`src/rtl/spi_frm_seq.sv`:
```
// SPI-clock-domain frame sequencer: splits each CSB-low window into fixed-size frames,
// hands captured frames to the core through toggles and selects the MISO source per frame.
module spi_frm_seq #(
    parameter int CMD_W       = 8,
    parameter int DATA_W      = 8,
    parameter int CRC_W       = 8,
    parameter int FRM_BIT_NUM = CMD_W + DATA_W + CRC_W,
    parameter int MAX_FRM_NUM = 4,
    parameter int CNT_W       = $clog2(FRM_BIT_NUM),
    parameter int IDX_W       = $clog2(MAX_FRM_NUM + 1)
) (
    input  logic                   i_spi_sclk,
    input  logic                   i_rst_n,
    input  logic                   i_spi_csb,
    input  logic                   i_spi_mosi,
    input  logic                   i_slv_en,
    input  logic                   i_rsp_tgl,
    input  logic [FRM_BIT_NUM-1:0] i_rsp_frm,
    input  logic [FRM_BIT_NUM-1:0] i_sts_frm,
    output logic [FRM_BIT_NUM-1:0] o_rx_frm,
    output logic                   o_rx_frm_tgl,
    output logic                   o_rsp_ack_tgl,
    output logic [IDX_W-1:0]       o_frm_idx,
    output logic [1:0]             o_phase,
    output logic [1:0]             o_miso_src,
    output logic                   o_spi_miso,
    output logic                   o_frm_len_err_tgl,
    output logic                   o_drop_tgl
);

    typedef enum logic [1:0] {SRC_NONE = 2'd0, SRC_ECHO = 2'd1, SRC_RSP = 2'd2, SRC_STS = 2'd3} miso_src_e;
    typedef enum logic [1:0] {PH_CMD = 2'd0, PH_DATA = 2'd1, PH_CRC = 2'd2} phase_e;

    localparam logic [CNT_W-1:0] LAST_BIT = CNT_W'(FRM_BIT_NUM - 1);
    localparam logic [IDX_W-1:0] MAX_IDX  = IDX_W'(MAX_FRM_NUM);

    // Window state is cleared by either reset or CSB deassertion.
    logic win_clr_n;
    assign win_clr_n = i_rst_n & ~i_spi_csb;

    logic [CNT_W-1:0]       bit_cnt_reg;
    logic [FRM_BIT_NUM-2:0] rx_sr_reg;
    logic [FRM_BIT_NUM-1:0] tx_sr_reg;
    logic [IDX_W-1:0]       frm_idx_reg;
    miso_src_e              miso_src_reg;
    logic                   win_act_reg;
    logic                   miso_reg;

    logic                   rsp_meta_reg;
    logic                   rsp_tgl_s_reg;
    logic                   rsp_ack_tgl_reg;
    logic [FRM_BIT_NUM-1:0] rx_frm_reg;
    logic                   rx_frm_tgl_reg;
    logic                   drop_tgl_reg;
    logic                   len_err_tgl_reg;
    logic                   frm_open_reg;

    logic                   frm_end;
    logic                   capture_ok;
    logic                   rsp_pend;
    logic [FRM_BIT_NUM-1:0] cand;
    logic [FRM_BIT_NUM-1:0] tx_next;
    miso_src_e              src_next;
    logic                   rsp_take;
    phase_e                 phase;

    assign frm_end    = (bit_cnt_reg == LAST_BIT);
    assign capture_ok = (frm_idx_reg < MAX_IDX);
    assign rsp_pend   = (rsp_tgl_s_reg != rsp_ack_tgl_reg);
    assign cand       = {rx_sr_reg, i_spi_mosi};

    // Source for the next frame: status when disabled, then a pending response, else echo.
    always_comb begin
        tx_next  = cand;
        src_next = SRC_ECHO;
        rsp_take = 1'b0;
        if (!i_slv_en) begin
            tx_next  = i_sts_frm;
            src_next = SRC_STS;
        end else if (rsp_pend) begin
            tx_next  = i_rsp_frm;
            src_next = SRC_RSP;
            rsp_take = 1'b1;
        end
    end

    always_comb begin
        if (bit_cnt_reg < CNT_W'(CMD_W)) begin
            phase = PH_CMD;
        end else if (bit_cnt_reg < CNT_W'(CMD_W + DATA_W)) begin
            phase = PH_DATA;
        end else begin
            phase = PH_CRC;
        end
    end

    always_ff @(posedge i_spi_sclk or negedge win_clr_n) begin
        if (!win_clr_n) begin
            bit_cnt_reg  <= '0;
            rx_sr_reg    <= '0;
            tx_sr_reg    <= '0;
            frm_idx_reg  <= '0;
            miso_src_reg <= SRC_NONE;
            win_act_reg  <= 1'b0;
        end else begin
            win_act_reg <= 1'b1;
            rx_sr_reg   <= cand[FRM_BIT_NUM-2:0];
            if (frm_end) begin
                bit_cnt_reg  <= '0;
                tx_sr_reg    <= tx_next;
                miso_src_reg <= src_next;
                if (capture_ok) begin
                    frm_idx_reg <= frm_idx_reg + 1'b1;
                end
            end else begin
                bit_cnt_reg <= bit_cnt_reg + 1'b1;
            end
        end
    end

    // State that must survive CSB: handshake toggles, last frame and the open-frame marker.
    always_ff @(posedge i_spi_sclk or negedge i_rst_n) begin
        if (!i_rst_n) begin
            rsp_meta_reg    <= 1'b0;
            rsp_tgl_s_reg   <= 1'b0;
            rsp_ack_tgl_reg <= 1'b0;
            rx_frm_reg      <= '0;
            rx_frm_tgl_reg  <= 1'b0;
            drop_tgl_reg    <= 1'b0;
            len_err_tgl_reg <= 1'b0;
            frm_open_reg    <= 1'b0;
        end else begin
            rsp_meta_reg  <= i_rsp_tgl;
            rsp_tgl_s_reg <= rsp_meta_reg;
            frm_open_reg  <= !frm_end;
            // A frame still open at the first edge of a new window was cut short.
            if (!win_act_reg && frm_open_reg) begin
                len_err_tgl_reg <= ~len_err_tgl_reg;
            end
            if (frm_end && i_slv_en) begin
                if (capture_ok) begin
                    rx_frm_reg     <= cand;
                    rx_frm_tgl_reg <= ~rx_frm_tgl_reg;
                end else begin
                    drop_tgl_reg <= ~drop_tgl_reg;
                end
            end
            if (frm_end && rsp_take) begin
                rsp_ack_tgl_reg <= rsp_tgl_s_reg;
            end
        end
    end

    always_ff @(negedge i_spi_sclk or negedge win_clr_n) begin
        if (!win_clr_n) begin
            miso_reg <= 1'b0;
        end else begin
            miso_reg <= tx_sr_reg[LAST_BIT - bit_cnt_reg];
        end
    end

    assign o_rx_frm          = rx_frm_reg;
    assign o_rx_frm_tgl      = rx_frm_tgl_reg;
    assign o_rsp_ack_tgl     = rsp_ack_tgl_reg;
    assign o_frm_idx         = frm_idx_reg;
    assign o_phase           = phase;
    assign o_miso_src        = miso_src_reg;
    assign o_spi_miso        = miso_reg;
    assign o_frm_len_err_tgl = len_err_tgl_reg;
    assign o_drop_tgl        = drop_tgl_reg;

endmodule

```
`config.mk`:
```
export PLATFORM = sky130hd
export DESIGN_NAME = spi_frm_seq
export DESIGN_NICKNAME = d
export VERILOG_FILES = /design/src/rtl/spi_frm_seq.sv
export SDC_FILE = /design/constraint.sdc
export NUM_CORES = 1
export LEC_CHECK = 0
export CORE_ASPECT_RATIO = 0.75
export CORE_MARGIN = 8
export CORE_UTILIZATION = 50
export DETAILED_ROUTE_END_ITERATION = 12
export GPL_ROUTABILITY_DRIVEN = 0
export PLACE_DENSITY = 0.88
export RECOVER_POWER = 100
export SLEW_MARGIN = 20
export SYNTH_ARGS = -nofsm -noshare
export SYNTH_HDL_FRONTEND = slang
export SYNTH_SLANG_ARGS = --single-unit
```
`constraint.sdc`:
```
create_clock -name i_spi_sclk -period 6 [get_ports i_spi_sclk]
set_input_delay 1.2 -clock i_spi_sclk [delete_from_list [all_inputs] [get_ports i_spi_sclk]]
set_output_delay 1.2 -clock i_spi_sclk [all_outputs]
set_load 0.02 [all_outputs]
```
## Word level (Yosys, flattened, before mapping)

Cells that the tools add are included.
W data, S select, Z words.

| word-level totals | value |
|---|---|
| register bits | 90 |
| bits of input ports | 54 |
| output and inout bits | 36 |
| word-level logic and storage cells | 49 |

| cells by class | value |
|---|---|
| add/sub/neg operators | 3 |
| magnitude comparators | 4 |
| eq/ne operators | 2 |
| multiplexer cells | 11 |
| bitwise logic cells | 6 |
| reductions and logical operators | 8 |

Operator list:

| cell | number |
|---|---|
| $mux W24 | 2 |
| $mux W2 | 4 |
| $lt A5 B6 Y1 const B | 1 |
| $reduce_and A2 Y1 | 3 |
| $add A5 B1 Y5 const B | 1 |
| $bmux W1 S5 | 1 |
| $eq A5 B5 Y1 const B | 1 |
| $lt A5 B4 Y1 const B | 1 |
| $lt A5 B5 Y1 const B | 1 |
| $mux W5 | 1 |
| $not A1 Y1 | 5 |
| $sub A5 B5 Y5 const A | 1 |
| $add A3 B1 Y3 const B | 1 |
| $logic_and A1 B1 Y1 | 3 |
| $lt A3 B3 Y1 const B | 1 |
| $mux W1 | 3 |
| $logic_not A1 Y1 | 2 |
| $and A1 B1 Y1 | 1 |
| $ne A1 B1 Y1 | 1 |

## Longest topological paths before layout

Gate-level depths: netlist of run 1.

| depth | value |
|---|---|
| depth in word-level cells | 4 |
| mapped depth | 7 |
| depth with buffers taken out | 6 |

==> run_results.csv, run 1 <==
group,metric,value,unit
drt,vias_per_cell,5.46,
clocking,clock_path_buffers,2,
drt,dr.pass1.iters,4,
power,power_density,266,nW/µm²
setup_path,crit-reg2reg-launch,"bit_cnt_reg[0]",
setup_path,worst_r2r_endpoint,"o_spi_miso",
global_routing,initial_antenna_violation_count,0,
power,netSwitchingPower,318,µW
power,p_seq_share,53.4,%
power,vdd_drop_max,0.000157,V
sta,timing.final.max_slew_violations,59,
setup_path,crit_path_top_delay_cell,"dlygate4sd3_1",
drt,drcViolationCount,0,
sta,totalNegativeSetupSlack,0,ns
yosys,postSynthAreaPerCell,13.4,µm²
setup_path,critical_path_cell_sequence,"dlygate4sd3_1",
hold_path,worstHoldPathCells,0,
cells_and_area,area_delta_synth_final,24.2,%
drt,routedWlPerCell,19.5,µm
drt,antenna_left,0,
yosys,number_of_enable_type_register_cells_in_the_synthesized_netlist,0,
floorplan,floorplan.initialDensity,51.9,%
clocking,clkSinkCount,90,
cells_and_area,num-nets-final,431,
run,maxCapViolations,2,
clocking,cts.hold.buffers_added,0,
yosys,synth-seq-area-share,58.7,%
global_routing,global_route.usage.total,18.5,%
setup_path,timing.setup.critical_path_class,"register to output pin",
yosys,post_synth_inst_count,287,
sta,hold_viol,0,
drt,vias,2609,
yosys,yosys_most_used_dff,"dfrtp_1",
clocking,cts_made_buffers,9,
yosys,yosys.cell_types.count,39,
sta,grt_setup_unrepaired,"no",
floorplan,fp.dieW,117,µm
setup_path,critical_path_arrival,4.39,ns
clocking,h_tree_depth_reported_by_cts,3,
sta,final_setup_violating_endpoints,0,
floorplan,die_area,10800,µm²
hold_path,hold_path_startpoint,"rsp_meta_reg",
outcome,run_status,"finished with violations",
yosys,synth_warnings,0,
floorplan,io_pins,90,
setup_path,data_required_critical_path,4.80,ns
setup_path,r2r_slack,1.21,ns
yosys,asyncSetResetFlopFracSynth,100,%
global_routing,vias_in_the_first_global_route,2862,
power,clkPwrFrac,33.1,%
yosys,cell_area_after_synthesis,3840,µm²
yosys,post_synthesis_sequential_element_count,90,
floorplan,row_count,27,
drt,detailedRoute.firstIterationViolations,197,
setup_path,combined_buffer_and_inverter_count_along_the_critical_path,1,
hold_path,worstHoldEndpoint,"rsp_tgl_s_reg",
place,place_hpwl,6390,µm
floorplan,design.core.area,7400,µm²
sta,fin_hold_ws,0.369,ns
setup_path,timing.reg2reg.worst_path_depth,3,
global_routing,grt_pass1_wl,15300,µm
global_routing,gr-total-overflow,0,
drt,wire_length_after_detailed_routing,9330,µm
clocking,insertion_delay,0.36,ns
sta,worst_margin_pin_slew,2.26,ns
power,switching_share,25.1,%
cells_and_area,fillers,603,
cells_and_area,layout-drive-gt1-share,10.3,%
cells_and_area,n_antenna_cell,0,
global_routing,grt_max_degree,59,
clocking,clock_slew_at_reported_path_ffs,0.08,ns
place,io_buffer_count,89,
setup_path,critical_path.endpoint_type,"output pin",
hold_path,hold_path_class,"register to register",
setup_path,critical-path-max-stage-delay,0.66,ns
clocking,clock_tree_from_tritoncts,"yes",
power,internal-power,950,µW
sta,slew_headroom,-51.2,%
sta,final_clock_skew,0.0177,ns
clocking,post_cts_setup_inserts,0,
floorplan,die-height,91.9,µm
setup_path,setup.worst_path.start_class,"register",
setup_path,critical-path-top-delay-family,"buffers and inverters",
power,p_leak,2.09,nW
power,combPwrFrac,13.4,%
yosys,synth_fp_nets,346,
outcome,failed_checks,"capacitance limit, slew limit",
setup_path,path_max_fanout,1,
clocking,root_buffer,"clkbuf_8",
clocking,cts-resized-gates,0,
[how the worst max path moves through the flow]
stage                          start    endpoint  slack, ns  cells after the start
after global placement    o_spi_miso  o_spi_miso       0.83                      1
after floorplan              i_rst_n  o_spi_miso       0.80                      1
after global routing         i_rst_n  o_spi_miso       0.31                      3
after detailed placement  o_spi_miso  o_spi_miso       0.83                      1
final                     o_spi_miso  o_spi_miso       0.41                      1
after CTS                 o_spi_miso  o_spi_miso       0.46                      1
[synthesized netlist by cell type, types with 2 or more instances]
library cell | count | area [µm²]
a221oi_1 | 17 | 149
a221oi_2 | 7 | 105
mux4_2 | 2 | 45.0
o211ai_1 | 2 | 15.0
and2_1 | 2 | 12.5
buf_6 | 3 | 33.8
ha_1 | 5 | 62.6
inv_1 | 4 | 15.0
xor2_1 | 4 | 35.0
mux4_1 | 3 | 78.8
nand2_1 | 28 | 105
nor2_1 | 30 | 113
buf_12 | 3 | 60.1
mux2i_1 | 3 | 30.0
a21oi_1 | 23 | 115
buf_2 | 10 | 50.1
mux2_4 | 19 | 285
mux2_2 | 7 | 78.8
o21ai_0 | 3 | 15.0
dfrtp_1 | 89 | 2230
xnor2_1 | 3 | 26.3
nand3_1 | 3 | 15.0
[area by class of cell]
class	instances	area, µm²	share of cell area [%]
timing repair buffer	92	898	18.9
tap	101	126	2.65
sequential	90	2250	47.3
clock inverter	4	50.0	1.05
clock buffer	12	155	3.26
inverter	5	18.8	0.394
multi-input combinational	174	1260	26.5
[through the flow]
| stage | setup slack (ns) | instances | power [mW] | util (%) | area, µm² |
|---|---|---|---|---|---|
| after floorplan | 0.801 | 287 | 0.779 | - | 3850 |
| after global placement | 0.834 | 462 | 0.874 | 63.9 | 4730 |
| after detailed placement | 0.833 | 462 | 0.879 | 63.9 | 4730 |
| after CTS | 0.459 | 478 | 1.30 | 66.6 | 4930 |
| after global routing | 0.307 | 478 | 1.32 | 64.4 | 4770 |
| final | 0.414 | 478 | 1.27 | 64.4 | 4770 |
[routing by layer]
layer | up-vias | routed length (µm) | part of all wire (%) | GRT usage (%)
li1 | 1189 | - | - | -
met1 | 1325 | 4090 | 44 | 23.9
met2 | 83 | 4390 | 47 | 28.2
met3 | 12 | 758 | 8.1 | 7.07
met4 | 0 | 85 | 0.91 | 5.31
met5 | - | 0 | 0 | 0
[placed cells by master (no fill, tap or decap), types with 3 or more instances in the layout]
cell type	netlist	layout
dfrtp_1	89	89
clkdlybuf4s50_1	0	50
dlygate4sd3_1	0	38
nor2_1	30	31
nand2_1	28	29
a221oi_1	17	24
a21oi_1	23	23
mux2_2	7	15
mux2_1	0	11
clkbuf_8	0	11
ha_1	5	5
inv_1	4	4
xor2_1	4	4
mux4_1	3	3
o211ai_1	2	3
mux2i_1	3	3
nand3_1	3	3
o21ai_0	3	3
xnor2_1	3	3
clkbuf_1	0	3
[cells by family after synthesis]
kind of cell               after synthesis  synth area share (%)
DFF                                     90                  58.7
other                                    1                0.0977
muxes                                   34                  13.5
and+or+nand+nor                         69                  8.12
xor gates and xnor gates                 7                  1.60
adders and majority gates                5                  1.63
AOI/OAI and AO/OA                       58                  11.9
buffers and inverters                   23                  4.53
[power groups by stage]
stage / registers [mW] / clock network (mW) / logic [mW]
floorplan: 0.707 / 0 / 0.0725
global placement: 0.689 / 0 / 0.185
detailed placement: 0.690 / 0 / 0.189
CTS: 0.679 / 0.429 / 0.191
global route: 0.684 / 0.452 / 0.185
finish: 0.678 / 0.420 / 0.170
No activity file was read; power rests on OpenSTA's default activity.
==> inputs of run 2 (changes only) <==
- CORE_UTILIZATION: 50 -> 45
- PLACE_DENSITY: 0.88 -> 0.84
- clock period: 6 -> 4.75 ns (I/O delays scaled with it)
==> run 2 against run 1 <==
The run still ends with capacitance limit, slew limit left. Critical path depth stayed put. Clock power increased by 76%. Cell area is 2.5% higher. First-iteration DRC count is 22% lower. Via count grew 1.0%. Routed wire length is 4.4% higher. Sequential share of layout area down 1.2 points. Register-to-register slack worse by 0.58 ns. Global-route usage decreased by 0.99 points. Die area grew 9.3%. Total power rose by 43%. Critical path type unchanged. Largest cell class unchanged.
==> run_results.csv, run 2 (synthesized netlist as in run 1, its figures left out) <==
group,metric,value,unit
global_routing,initial_antenna_violation_count,0,
clocking,cts_made_buffers,9,
place,io_buffer_count,89,
drt,drcViolationCount,0,
clocking,clock_tree_from_tritoncts,"yes",
floorplan,die-height,96.0,µm
setup_path,timing.setup.critical_path_class,"register to output pin",
drt,detailedRoute.firstIterationViolations,153,
cells_and_area,layout-drive-gt1-share,8.51,%
place,placed_cell_area,4730,µm²
setup_path,critical_path.endpoint_type,"output pin",
clocking,clkSinkCount,90,
setup_path,data_required_critical_path,3.80,ns
cells_and_area,post-route-cell-area,4890,µm²
cells_and_area,final_core_utilization,58.3,%
sta,grt_setup_unrepaired,"no",
drt,dr.pass1.iters,4,
clocking,clock_slew_at_reported_path_ffs,0.06,ns
drt,vias_per_cell,5.45,
global_routing,gr-total-overflow,0,
cells_and_area,leading_cell_types_in_the_layout_fill_and_taps_excluded,"dfrtp_1 (89), clkdlybuf4s50_1 (51), dlygate4sd3_1 (38)",
clocking,h_tree_depth_reported_by_cts,3,
place,place_worst_setup_slack,0.444,ns
setup_path,setup.worst_path.start_class,"register",
power,vdd_drop_max,0.000179,V
power,power,1.81,mW
clocking,cts-resized-gates,0,
floorplan,die_area,11800,µm²
outcome,run_status,"finished with violations",
sta,slew_headroom,-22.2,%
sta,fin_hold_ws,0.350,ns
floorplan,design.core.area,8380,µm²
drt,vias,2636,
power,p_leak,2.14,nW
clocking,root_buffer,"clkbuf_16",
setup_path,crit_path_top_delay_cell,"clkdlybuf4s50_1",
cells_and_area,commonest_non_fill_non_tap_cell_in_the_layout,"dfrtp_1",
setup_path,crit-reg2reg-launch,"bit_cnt_reg[0]",
place,placed_cells,468,
place,place_hpwl,6460,µm
floorplan,fp.dieW,123,µm
cells_and_area,finish.cell_count_without_fillers,484,
setup_path,combined_buffer_and_inverter_count_along_the_critical_path,1,
drt,wire_length_after_detailed_routing,9740,µm
sta,totalNegativeSetupSlack,0,ns
setup_path,critical_path_arrival,3.71,ns
floorplan,io_pins,90,
sta,worst_margin_pin_slew,1.83,ns
clocking,post_cts_setup_inserts,0,
setup_path,critical-path-top-delay-family,"buffers and inverters",
global_routing,global_route.usage.total,17.5,%
hold_path,hold_path_startpoint,"rsp_meta_reg",
setup_path,path_max_fanout,1,
sta,final_clock_skew,0.00787,ns
cells_and_area,multiInputGateArea,1270,µm²
sta,hold_viol,0,
clocking,insertion_delay,0.34,ns
global_routing,grt_max_degree,59,
cells_and_area,num-nets-final,430,
sta,final_critical_path_setup_slack,0.0905,ns
global_routing,vias_in_the_first_global_route,2900,
hold_path,hold_path_class,"register to register",
clocking,clock_path_buffers,2,
drt,antenna_left,0,
floorplan,floorplan.initialDensity,45.8,%
floorplan,row_count,29,
sta,final_setup_violating_endpoints,0,
cells_and_area,n_antenna_cell,0,
setup_path,critical-path-max-stage-delay,0.60,ns
sta,timing.final.max_slew_violations,32,
drt,routedWlPerCell,20.1,µm
cells_and_area,fillers,691,
clocking,cts.hold.buffers_added,0,
setup_path,worst_setup_path_startpoint,"o_spi_miso",
global_routing,grt_pass1_wl,15600,µm
run,maxCapViolations,1,
power,power_density,371,nW/µm²
setup_path,critical_path_cell_sequence,"clkdlybuf4s50_1",
cells_and_area,area_delta_synth_final,27.3,%
cells_and_area,area.sequential,2250,µm²
outcome,failed_checks,"capacitance limit, slew limit",
==> run 2: cell types whose count changed in the layout (fill, tap and decap cells not counted), moves of 2 or more <==
cell / previous run / this run
clkbuf_16: 0 / 9
clkbuf_8: 11 / 2
inv_6: 0 / 2
mux2_2: 15 / 7
mux2_1: 11 / 19
clkbuf_1: 3 / 1
==> run 2: report_power, final <==
group / switching, mW / internal (mW) / total (mW)
combinational: 0.108 / 0.106 / 0.214
sequential: 0.0351 / 0.823 / 0.859
clock: 0.299 / 0.439 / 0.738
total: 0.442 / 1.37 / 1.81
==> run 2: layer usage <==
layer	part of all wire, %	GRT usage [%]	vias up
met5	0	0	-
met4	2.5	6.57	0
met3	8.0	7.44	22
met2	47	27.5	86
met1	43	21.2	1344
li1	-	-	1184
==> run 2: cell type report <==
type / instances / area share (%)
timing repair buffer: 91 / 18.4
clock inverter: 5 / 1.23
inverter: 5 / 0.384
multi-input combinational: 174 / 25.9
tap: 108 / 2.77
sequential: 90 / 46.1
clock buffer: 11 / 5.17
==> run 2: worst register-to-register path: cells and delay by family, from the launching register on <==
| family | cells | cell delay [ns] |
|---|---|---|
| DFF | 1 | 0.59 |
| muxes | 1 | 0.56 |
| AOI/OAI and AO/OA | 3 | 0.42 |
==> run 2: path summary, 6_finish.rpt <==
path,end,slack (ns),depth (start not counted)
setup / recovery,o_spi_miso,0.09,1
min in group asynchronous,o_rx_frm[7],1.70,2
max in group asynchronous,o_spi_miso,1.09,2
hold reg to reg,rsp_tgl_s_reg,0.35,0
hold / removal,rsp_tgl_s_reg,0.35,0
setup reg to reg,o_spi_miso,0.63,4
